$ cat src/rtl/fpu_pkg.sv
// Shared single-precision-style format constants, special-value classes and
// the pipeline stage records used by the floating-point multiplier.
package fpu_pkg;

  localparam int FP_EXP_W = 8;
  localparam int FP_MAN_W = 23;
  localparam int FP_TAG_W = 4;
  localparam int FP_SIG_W = FP_MAN_W + 1;
  localparam int FP_LO_W  = FP_SIG_W / 2;
  localparam int FP_HI_W  = FP_SIG_W - FP_LO_W;

  typedef enum logic [1:0] {ZERO, NORM, INF, NAN} cls_e;

  function automatic int bias(input int exp_w);
    return (1 << (exp_w - 1)) - 1;
  endfunction

  // Exponents are two's complement, two bits wider than the field, so that
  // underflow and overflow remain visible until the final packing.
  typedef struct packed {
    logic                          sign;
    logic [FP_EXP_W+1:0]           exp;
    cls_e                          cls;
    logic [FP_SIG_W+FP_HI_W-1:0]   pp_hi;
    logic [FP_SIG_W+FP_LO_W-1:0]   pp_lo;
    logic                          rnd_mode;
    logic [FP_TAG_W-1:0]           tag;
  } s1_t;

  typedef struct packed {
    logic                          sign;
    logic [FP_EXP_W+1:0]           exp;
    cls_e                          cls;
    logic [FP_SIG_W-1:0]           sig;
    logic                          guard;
    logic                          round;
    logic                          sticky;
    logic                          rnd_mode;
    logic [FP_TAG_W-1:0]           tag;
  } s2_t;

endpackage

$ cat src/rtl/fmul_round.sv
// Rounds a normalised significand using guard/round/sticky bits and
// renormalises when the increment carries out of the significand.
module fmul_round #(
  parameter int EXP_W = 8,
  parameter int MAN_W = 23
) (
  input  logic [MAN_W:0]   sig,
  input  logic             guard,
  input  logic             round,
  input  logic             sticky,
  input  logic             rnd_mode,
  input  logic [EXP_W+1:0] exp_in,
  output logic [MAN_W-1:0] man,
  output logic [EXP_W+1:0] exp_out
);

  logic             inc;
  logic [MAN_W+1:0] sum;

  assign inc = !rnd_mode && guard && (round || sticky || sig[0]);
  assign sum = {1'b0, sig} + (MAN_W+2)'(inc);

  // A carry out can only come from an all-ones significand, so the result is exactly 2.0.
  assign man     = sum[MAN_W+1] ? sum[MAN_W:1] : sum[MAN_W-1:0];
  assign exp_out = exp_in + (EXP_W+2)'(sum[MAN_W+1]);

endmodule

$ cat src/rtl/fmul_pipe.sv
// Three-stage pipelined floating-point multiplier with valid/ready handshakes,
// flush-to-zero inputs, selectable rounding and a sideband tag.
module fmul_pipe
  import fpu_pkg::*;
#(
  parameter int EXP_W = FP_EXP_W,
  parameter int MAN_W = FP_MAN_W,
  parameter int TAG_W = FP_TAG_W
) (
  input  logic                 clk,
  input  logic                 rstn,
  input  logic                 in_valid,
  output logic                 in_ready,
  input  logic [EXP_W+MAN_W:0] x1,
  input  logic [EXP_W+MAN_W:0] x2,
  input  logic                 rnd_mode,
  input  logic [TAG_W-1:0]     in_tag,
  output logic                 out_valid,
  input  logic                 out_ready,
  output logic [EXP_W+MAN_W:0] y,
  output logic [TAG_W-1:0]     out_tag,
  output logic [2:0]           flags
);

  localparam int SIG_W  = MAN_W + 1;
  localparam int PROD_W = 2 * SIG_W;
  localparam int LO_W   = SIG_W / 2;
  localparam logic [EXP_W-1:0] EXP_ONES = '1;
  localparam logic [EXP_W+1:0] BIAS_E   = (EXP_W+2)'(bias(EXP_W));

  function automatic cls_e classify(input logic [EXP_W+MAN_W:0] x);
    if (x[MAN_W +: EXP_W] == '0)       return ZERO;
    if (x[MAN_W +: EXP_W] == EXP_ONES) return (x[MAN_W-1:0] == '0) ? INF : NAN;
    return NORM;
  endfunction

  s1_t                 s1_d, s1_q;
  s2_t                 s2_d, s2_q;
  logic                v1, v2, v3;
  logic                en1, en2, en3;
  cls_e                c1, c2;
  logic [SIG_W-1:0]    a_sig, b_sig;
  logic [PROD_W-1:0]   prod, norm;
  logic [MAN_W-1:0]    man_r;
  logic [EXP_W+1:0]    exp_r;
  logic [EXP_W+MAN_W:0] y_d;
  logic [2:0]          flags_d;

  // A stage may load when it is empty or its content moves on this cycle.
  assign en3       = !v3 || out_ready;
  assign en2       = !v2 || en3;
  assign en1       = !v1 || en2;
  assign in_ready  = en1;
  assign out_valid = v3;

  always_comb begin
    // NOTE: every combinational output gets a default first so no path can infer a latch.
    s1_d  = '0;
    c1    = classify(x1);
    c2    = classify(x2);
    a_sig = {1'b1, x1[MAN_W-1:0]};
    b_sig = {1'b1, x2[MAN_W-1:0]};
    s1_d.sign = x1[EXP_W+MAN_W] ^ x2[EXP_W+MAN_W];
    s1_d.exp  = {2'b00, x1[MAN_W +: EXP_W]} + {2'b00, x2[MAN_W +: EXP_W]} - BIAS_E;
    if (c1 == NAN || c2 == NAN || (c1 == INF && c2 == ZERO) || (c1 == ZERO && c2 == INF))
      s1_d.cls = NAN;
    else if (c1 == INF || c2 == INF)
      s1_d.cls = INF;
    else if (c1 == ZERO || c2 == ZERO)
      s1_d.cls = ZERO;
    else
      s1_d.cls = NORM;
    s1_d.pp_hi    = a_sig * b_sig[SIG_W-1:LO_W];
    s1_d.pp_lo    = a_sig * b_sig[LO_W-1:0];
    s1_d.rnd_mode = rnd_mode;
    s1_d.tag      = in_tag;
  end

  always_comb begin
    s2_d = '0;
    prod = {s1_q.pp_hi, LO_W'(0)} + PROD_W'(s1_q.pp_lo);
    norm = prod[PROD_W-1] ? prod : prod << 1;
    s2_d.sign     = s1_q.sign;
    s2_d.exp      = s1_q.exp + (EXP_W+2)'(prod[PROD_W-1]);
    s2_d.cls      = s1_q.cls;
    s2_d.sig      = norm[PROD_W-1 -: SIG_W];
    s2_d.guard    = norm[PROD_W-1-SIG_W];
    s2_d.round    = norm[PROD_W-2-SIG_W];
    s2_d.sticky   = |norm[PROD_W-3-SIG_W:0];
    s2_d.rnd_mode = s1_q.rnd_mode;
    s2_d.tag      = s1_q.tag;
  end

  fmul_round #(.EXP_W(EXP_W), .MAN_W(MAN_W)) u_round (
    .sig      (s2_q.sig),
    .guard    (s2_q.guard),
    .round    (s2_q.round),
    .sticky   (s2_q.sticky),
    .rnd_mode (s2_q.rnd_mode),
    .exp_in   (s2_q.exp),
    .man      (man_r),
    .exp_out  (exp_r)
  );

  always_comb begin
    y_d     = '0;
    flags_d = 3'b000;
    case (s2_q.cls)
      NAN: begin
        y_d     = {1'b0, EXP_ONES, 1'b1, (MAN_W-1)'(0)};
        flags_d = 3'b100;
      end
      INF:  y_d = {s2_q.sign, EXP_ONES, MAN_W'(0)};
      ZERO: y_d = {s2_q.sign, (EXP_W+MAN_W)'(0)};
      default: begin
        if (!exp_r[EXP_W+1] && (exp_r[EXP_W] || exp_r[EXP_W-1:0] == EXP_ONES)) begin
          y_d     = {s2_q.sign, EXP_ONES, MAN_W'(0)};
          flags_d = 3'b010;
        end else if (exp_r[EXP_W+1] || exp_r == '0) begin
          y_d     = {s2_q.sign, (EXP_W+MAN_W)'(0)};
          flags_d = 3'b001;
        end else begin
          y_d = {s2_q.sign, exp_r[EXP_W-1:0], man_r};
        end
      end
    endcase
  end

  // NOTE: sequential state uses non-blocking assignments so every stage samples pre-edge values.
  always_ff @(posedge clk or negedge rstn) begin
    if (!rstn) begin
      v1      <= 1'b0;
      v2      <= 1'b0;
      v3      <= 1'b0;
      y       <= '0;
      out_tag <= '0;
      flags   <= 3'b000;
    end else begin
      if (en1) v1 <= in_valid;
      if (en2) v2 <= v1;
      if (en3) v3 <= v2;
      if (en3 && v2) begin
        y       <= y_d;
        out_tag <= s2_q.tag;
        flags   <= flags_d;
      end
    end
  end

  // NOTE: inner datapath registers carry no reset; the valid bits alone decide what they mean.
  always_ff @(posedge clk) begin
    if (en1) s1_q <= s1_d;
    if (en2) s2_q <= s2_d;
  end

endmodule

$ cat config.mk
export PLATFORM = sky130hd
export DESIGN_NAME = fmul_pipe
export DESIGN_NICKNAME = d
export VERILOG_FILES = /design/src/rtl/fpu_pkg.sv /design/src/rtl/fmul_round.sv /design/src/rtl/fmul_pipe.sv
export SDC_FILE = /design/constraint.sdc
export NUM_CORES = 2
export LEC_CHECK = 0
export CAP_MARGIN = 10
export CORE_MARGIN = 8
export CORE_UTILIZATION = 50
export CTS_CLUSTER_SIZE = 8
export DETAILED_ROUTE_END_ITERATION = 16
export HOLD_SLACK_MARGIN = 0.05
export PLACE_DENSITY = 0.7
export RECOVER_POWER = 100
export SLEW_MARGIN = 20
export SYNTH_ARGS = -nofsm -noshare
export SYNTH_HDL_FRONTEND = slang
export SYNTH_SLANG_ARGS = --single-unit
$ cat constraint.sdc
create_clock -name clk -period 3.92 [get_ports clk]
set_input_delay 0.588 -clock clk [delete_from_list [all_inputs] [get_ports clk]]
set_output_delay 0.588 -clock clk [all_outputs]
set_load 0.005 [all_outputs]
# After elaboration in Yosys (flattened, before gate mapping)
# Cells that the tools add are included.
[op_classes]
addsub = 6
n_mul = 2
n_eq_ne = 9
muxes = 26
n_bitwise = 1
reduce_logical = 34
[op_table]
columns = ["operator", "count"]
rows = [
  ["$pmux 32 s3", 1],
  ["$mul 24x12->36", 2],
  ["$mux 31", 2],
  ["$add 48x36->48", 1],
  ["$mux 47", 1],
  ["$logic_not 23->1", 2],
  ["$add 24x1->25", 1],
  ["$eq 8x8->1 const B", 3],
  ["$mux 23", 1],
  ["$reduce_or 22->1", 1],
  ["$add 10x1->10", 2],
  ["$mux 2", 9],
  ["$logic_not 8->1", 2],
  ["$eq 2x2->1 const B", 6],
  ["$logic_or 1x1->1", 12],
  ["$mux 1", 11],
  ["$logic_not 10->1", 1],
  ["$sub 9x7->10 const B", 1],
  ["$add 8x8->9", 1],
  ["$logic_and 1x1->1", 6],
  ["$logic_not 2->1", 3],
  ["$pmux 3 s2", 1],
  ["$logic_not 1->1", 5],
  ["$reduce_or 2->1", 2],
  ["$xor 1x1->1", 1],
]
[totals]
ff_bits = 177
input_bits = 73
out_inout_bits = 41
elab_cells = 102

# Depth between registers and ports, before layout
[depth]
word_depth = 10
mapped_depth = 23
mapped_depth_nobuf = 21

# By module
# Synthesis repeated with hierarchy kept, for this count alone.
[unflattened]
hier_cells = 2933
area_unflattened_um2 = 26998.4
[modules_own_cells]
columns = ["module", "n_inst", "cells_per_inst", "area_each_um2", "seq_area_each_um2"]
rows = [
  ["fmul_pipe", 1, 2805, 26125.1, 5104.9],
  ["fmul_round", 1, 128, 873.3, 0.0],
]

# Worst setup path after synthesis
# No wires, ideal clock.
[synth_path]
path_kind = "in2reg"
start = "in x2[18]"
end = "reg s1_q[63] (netlist bit), data pin"
arrival_time_ps = 5594
t_required_ps = 3660
setup_slack_ps = -1933
path_stages = 20
path_cell_list = "clkbuf_1 and2_1 fa_1 inv_1 fa_1 inv_1 fa_1 fa_1 inv_1 fa_1 inv_1 ha_1 a211o_1 o311ai_1 a21oi_1 or3b_1 a41o_1 a21o_1 a21oi_1 xnor2_1"
[synth_rtl]
columns = ["element", "line_no", "rtl"]
rows = [
  ["start, declared", "fmul_pipe.sv:15", "input logic [EXP_W+MAN_W:0] x2,"],
  ["end signal, assigned", "fmul_pipe.sv:152", "if (en1) s1_q <= s1_d;"],
  ["end, declared", "fmul_pipe.sv:37", "s1_t s1_d, s1_q;"],
]

==> qor.txt <==
first-pass GRT wire length -> 129 mm
RSZ-0062 raised after global routing -> yes
count of state elements after synthesis -> 177
Worst setup startpoint -> x2[19]
H-tree levels -> 4
CP bufs+invs -> 5
Hold Path Origin -> s1_q[1]
Final period util -> 1.40
largest net degree at the start of global routing -> 92
most frequent cell after synthesis -> inv_1
Critical Path Max Stage Delay -> 0.55 ns
antenna viol nets, final -> 0
die height -> 248 um
Max Cap Viol -> 3
Detail Placement HPWL -> 63.0 mm
fill count -> 4000
Arr. time, crit path -> 5.68 ns
die width -> 248 um
core box area -> 53500 um^2
path depth of the worst reg2reg path -> 12
clk buf depth -> 2
# DRC -> 0
Synth async-reset ratio -> 0.237
vias per cell -> 5.40
Syn Inst Count -> 2958
Worst-Skew Late Latency -> 0.46 ns
Post-synth EDFFs -> 135
failing checks -> max-capacitance violations, max-slew violations, negative setup slack
layout cells sized above 1 -> 0.300
Top cell by count, worst path -> fa_1
critical path's slowest cell -> fa_1
total congestion overflow -> 0
synth unique cells -> 76
clock tree from TritonCTS -> built
met2 GRT Util -> 0.457
placement row count -> 85
Post-Synthesis Cell Area -> 26900 um^2
crit path kind -> input pin to flip-flop
port bufs -> 113
most frequent cells after synthesis -> 611 x inv_1, 512 x nand2_1, 442 x fa_1
Seq/Total Area, Yosys -> 0.190
GRT Total Usage -> 0.270
hold-critical path depth -> 0
crit-path cells -> buf_12, and2_4, fa_1, inv_2, fa_1, inv_2, fa_2, fa_1, inv_1, fa_1, inv_2, ha_4, a211o_1, o311ai_4, a21oi_2, or3b_4, a41o_1, a21o_1, a21oi_2, xnor2_1
CP startpoint kind -> input pin
ys flop type -> edfxtp_1
routed wire length -> 83.2 mm
initial antenna violation count -> 1
number of inserted diodes -> 0
area occupied by registers -> 5100 um^2
worst slew pin tran -> 2.21 ns
Multi-input gate area -> 21100 um^2
die area -> 61400 um^2
syn avg cell area -> 9.08 um^2
area share of the largest cell type after synthesis -> 0.329
Worst setup EP type -> flip-flop
number of global-route vias before repair -> 24200
r2r setup slk -> -0.32 ns
Hold Fails Final Rpt -> 0
clk slew on worst S/H paths -> 0.08 ns
slew margin rel. -> -0.472
worst endpoint required time -> 4.12 ns
Reg2Reg Launch Point -> s1_q[21]
Crit Path Max Fanout -> 4
average wire per standard cell -> 19.7 um
Area Overhead vs Synth -> 35.3%
min Tclk post-route -> 5.48 ns
# setup viols final -> 95
max-slew violations -> 180
Boundary Pins -> 114
Most Crowded Layer GR -> met2
Largest delay share family, worst path -> adder cells
starting density of the core -> 0.502
outcome -> complete, but fails checks
area leader, netlist -> fa_1
Worst Hold Class -> flip-flop to flip-flop
global routing usage on met3 -> 0.0440
CTS buffer count -> 17
met1 usage -> 0.345
via count -> 22700
Max Clk Rate -> 183 MHz
Clock Sinks -> 177
Final nets -> 4211
synth warn -> 0
worst reg2reg path endpoint -> s2_q[42]
hold endpoint -> s2_q[1]
Clock Skews -> 0.0162 ns
First DRT Iteration DRCs -> 1461
Synth area leaders -> fa_1 33%, edfxtp_1 15%, ha_1 8.9%
RePlAce Congestion -> 0.948
clock root buffer -> clkbuf_16
drt pass-1 iters -> 8
Fin Hold WS -> 0.422 ns
Final WS setup -> -1.56 ns
Mapped Nets -> 3664
## placed cells by master (no fill, tap or decap), drive strengths merged, types with 39 or more instances in the layout
cell type,n
a21oi,103
and2,113
buf,555
dfrtp,42
dlygate4sd3,50
edfxtp,135
fa,442
ha,191
inv,618
nand2,513
nand3,39
nor2,113
o21ai,88
xnor2,81
## state kept, by name, indices dropped and copies added (netlist names)
signal,count
v1,1
s2_q,45
flags,3
out_valid,1
y,32
s1_q,90
v2,1
out_tag,4
## routing by layer
metal	part of all wire	wire length (um)
met5	0.00018	15
met2	0.48	40100
met1	0.41	34000
met4	0.042	3490
met3	0.068	5650
## cells by family after synthesis
logic type	synth area share
adders and majority gates	0.418
AOI/OAI and AO/OA	0.0798
and+or+nand+nor	0.158
muxes	0.0119
DFF	0.190
xor gates and xnor gates	0.0378
buffers and inverters	0.104
## layout make-up
cell class | count | area share
clock buffers | 17 | 0.0117
clock inverters | 15 | 0.00503
well taps | 696 | 0.0240
repair buffers | 646 | 0.175
flip-flops and latches | 177 | 0.140
inverters | 611 | 0.0632
multi-input cells | 2052 | 0.580
## stage by stage
| stage | TNS [ns] | cell area, um^2 | utilization | setup WS, ns | std cells |
|---|---|---|---|---|---|
| floorplan | -104.04 | 28000 | - | -1.66 | 2958 |
| global placement | -113.92 | 32200 | 0.602 | -2.38 | 4025 |
| detailed placement | -118.23 | 32200 | 0.602 | -2.42 | 4025 |
| CTS | -57.91 | 35400 | 0.662 | -1.57 | 4187 |
| global route | -87.11 | 36300 | 0.679 | -1.72 | 4214 |
| finish | -64.88 | 36300 | 0.679 | -1.56 | 4214 |
## worst register-to-register path, stage by stage, from the launching register on
cell and delay (ns):
edfxtp_1 0.42, ha_1 0.39, a21oi_1 0.28, nand2_2 0.14, o2111ai_1 0.26, nand3b_2 0.17
a2111oi_0 0.92, or2_4 0.30, o31a_1 0.28, ha_1 0.26, ha_1 0.27, nand4_1 0.14
xnor2_1 0.14
## worst max path at each step
stage | depth (start not counted) | slack (ns) | to
floorplan | 20 | -1.66 | s1_q[69]
global placement | 22 | -2.38 | s1_q[39]
detailed placement | 21 | -2.42 | s1_q[63]
CTS | 21 | -1.57 | s1_q[63]
global route | 20 | -1.72 | s1_q[63]
finish | 20 | -1.56 | s1_q[63]
## timing repair
action	in CTS	in global routing
hold endpoints to repair	0	0
gates cloned	11	1
setup buffers	126	44
pin swaps	198	241
endpoints found under the setup margin	84	85
gates resized for setup	542	278
hold buffers	0	0
Power is left out: the tool's default activity adds up to more than one toggle a clock period on the data nets, which glitch-free logic cannot reach.
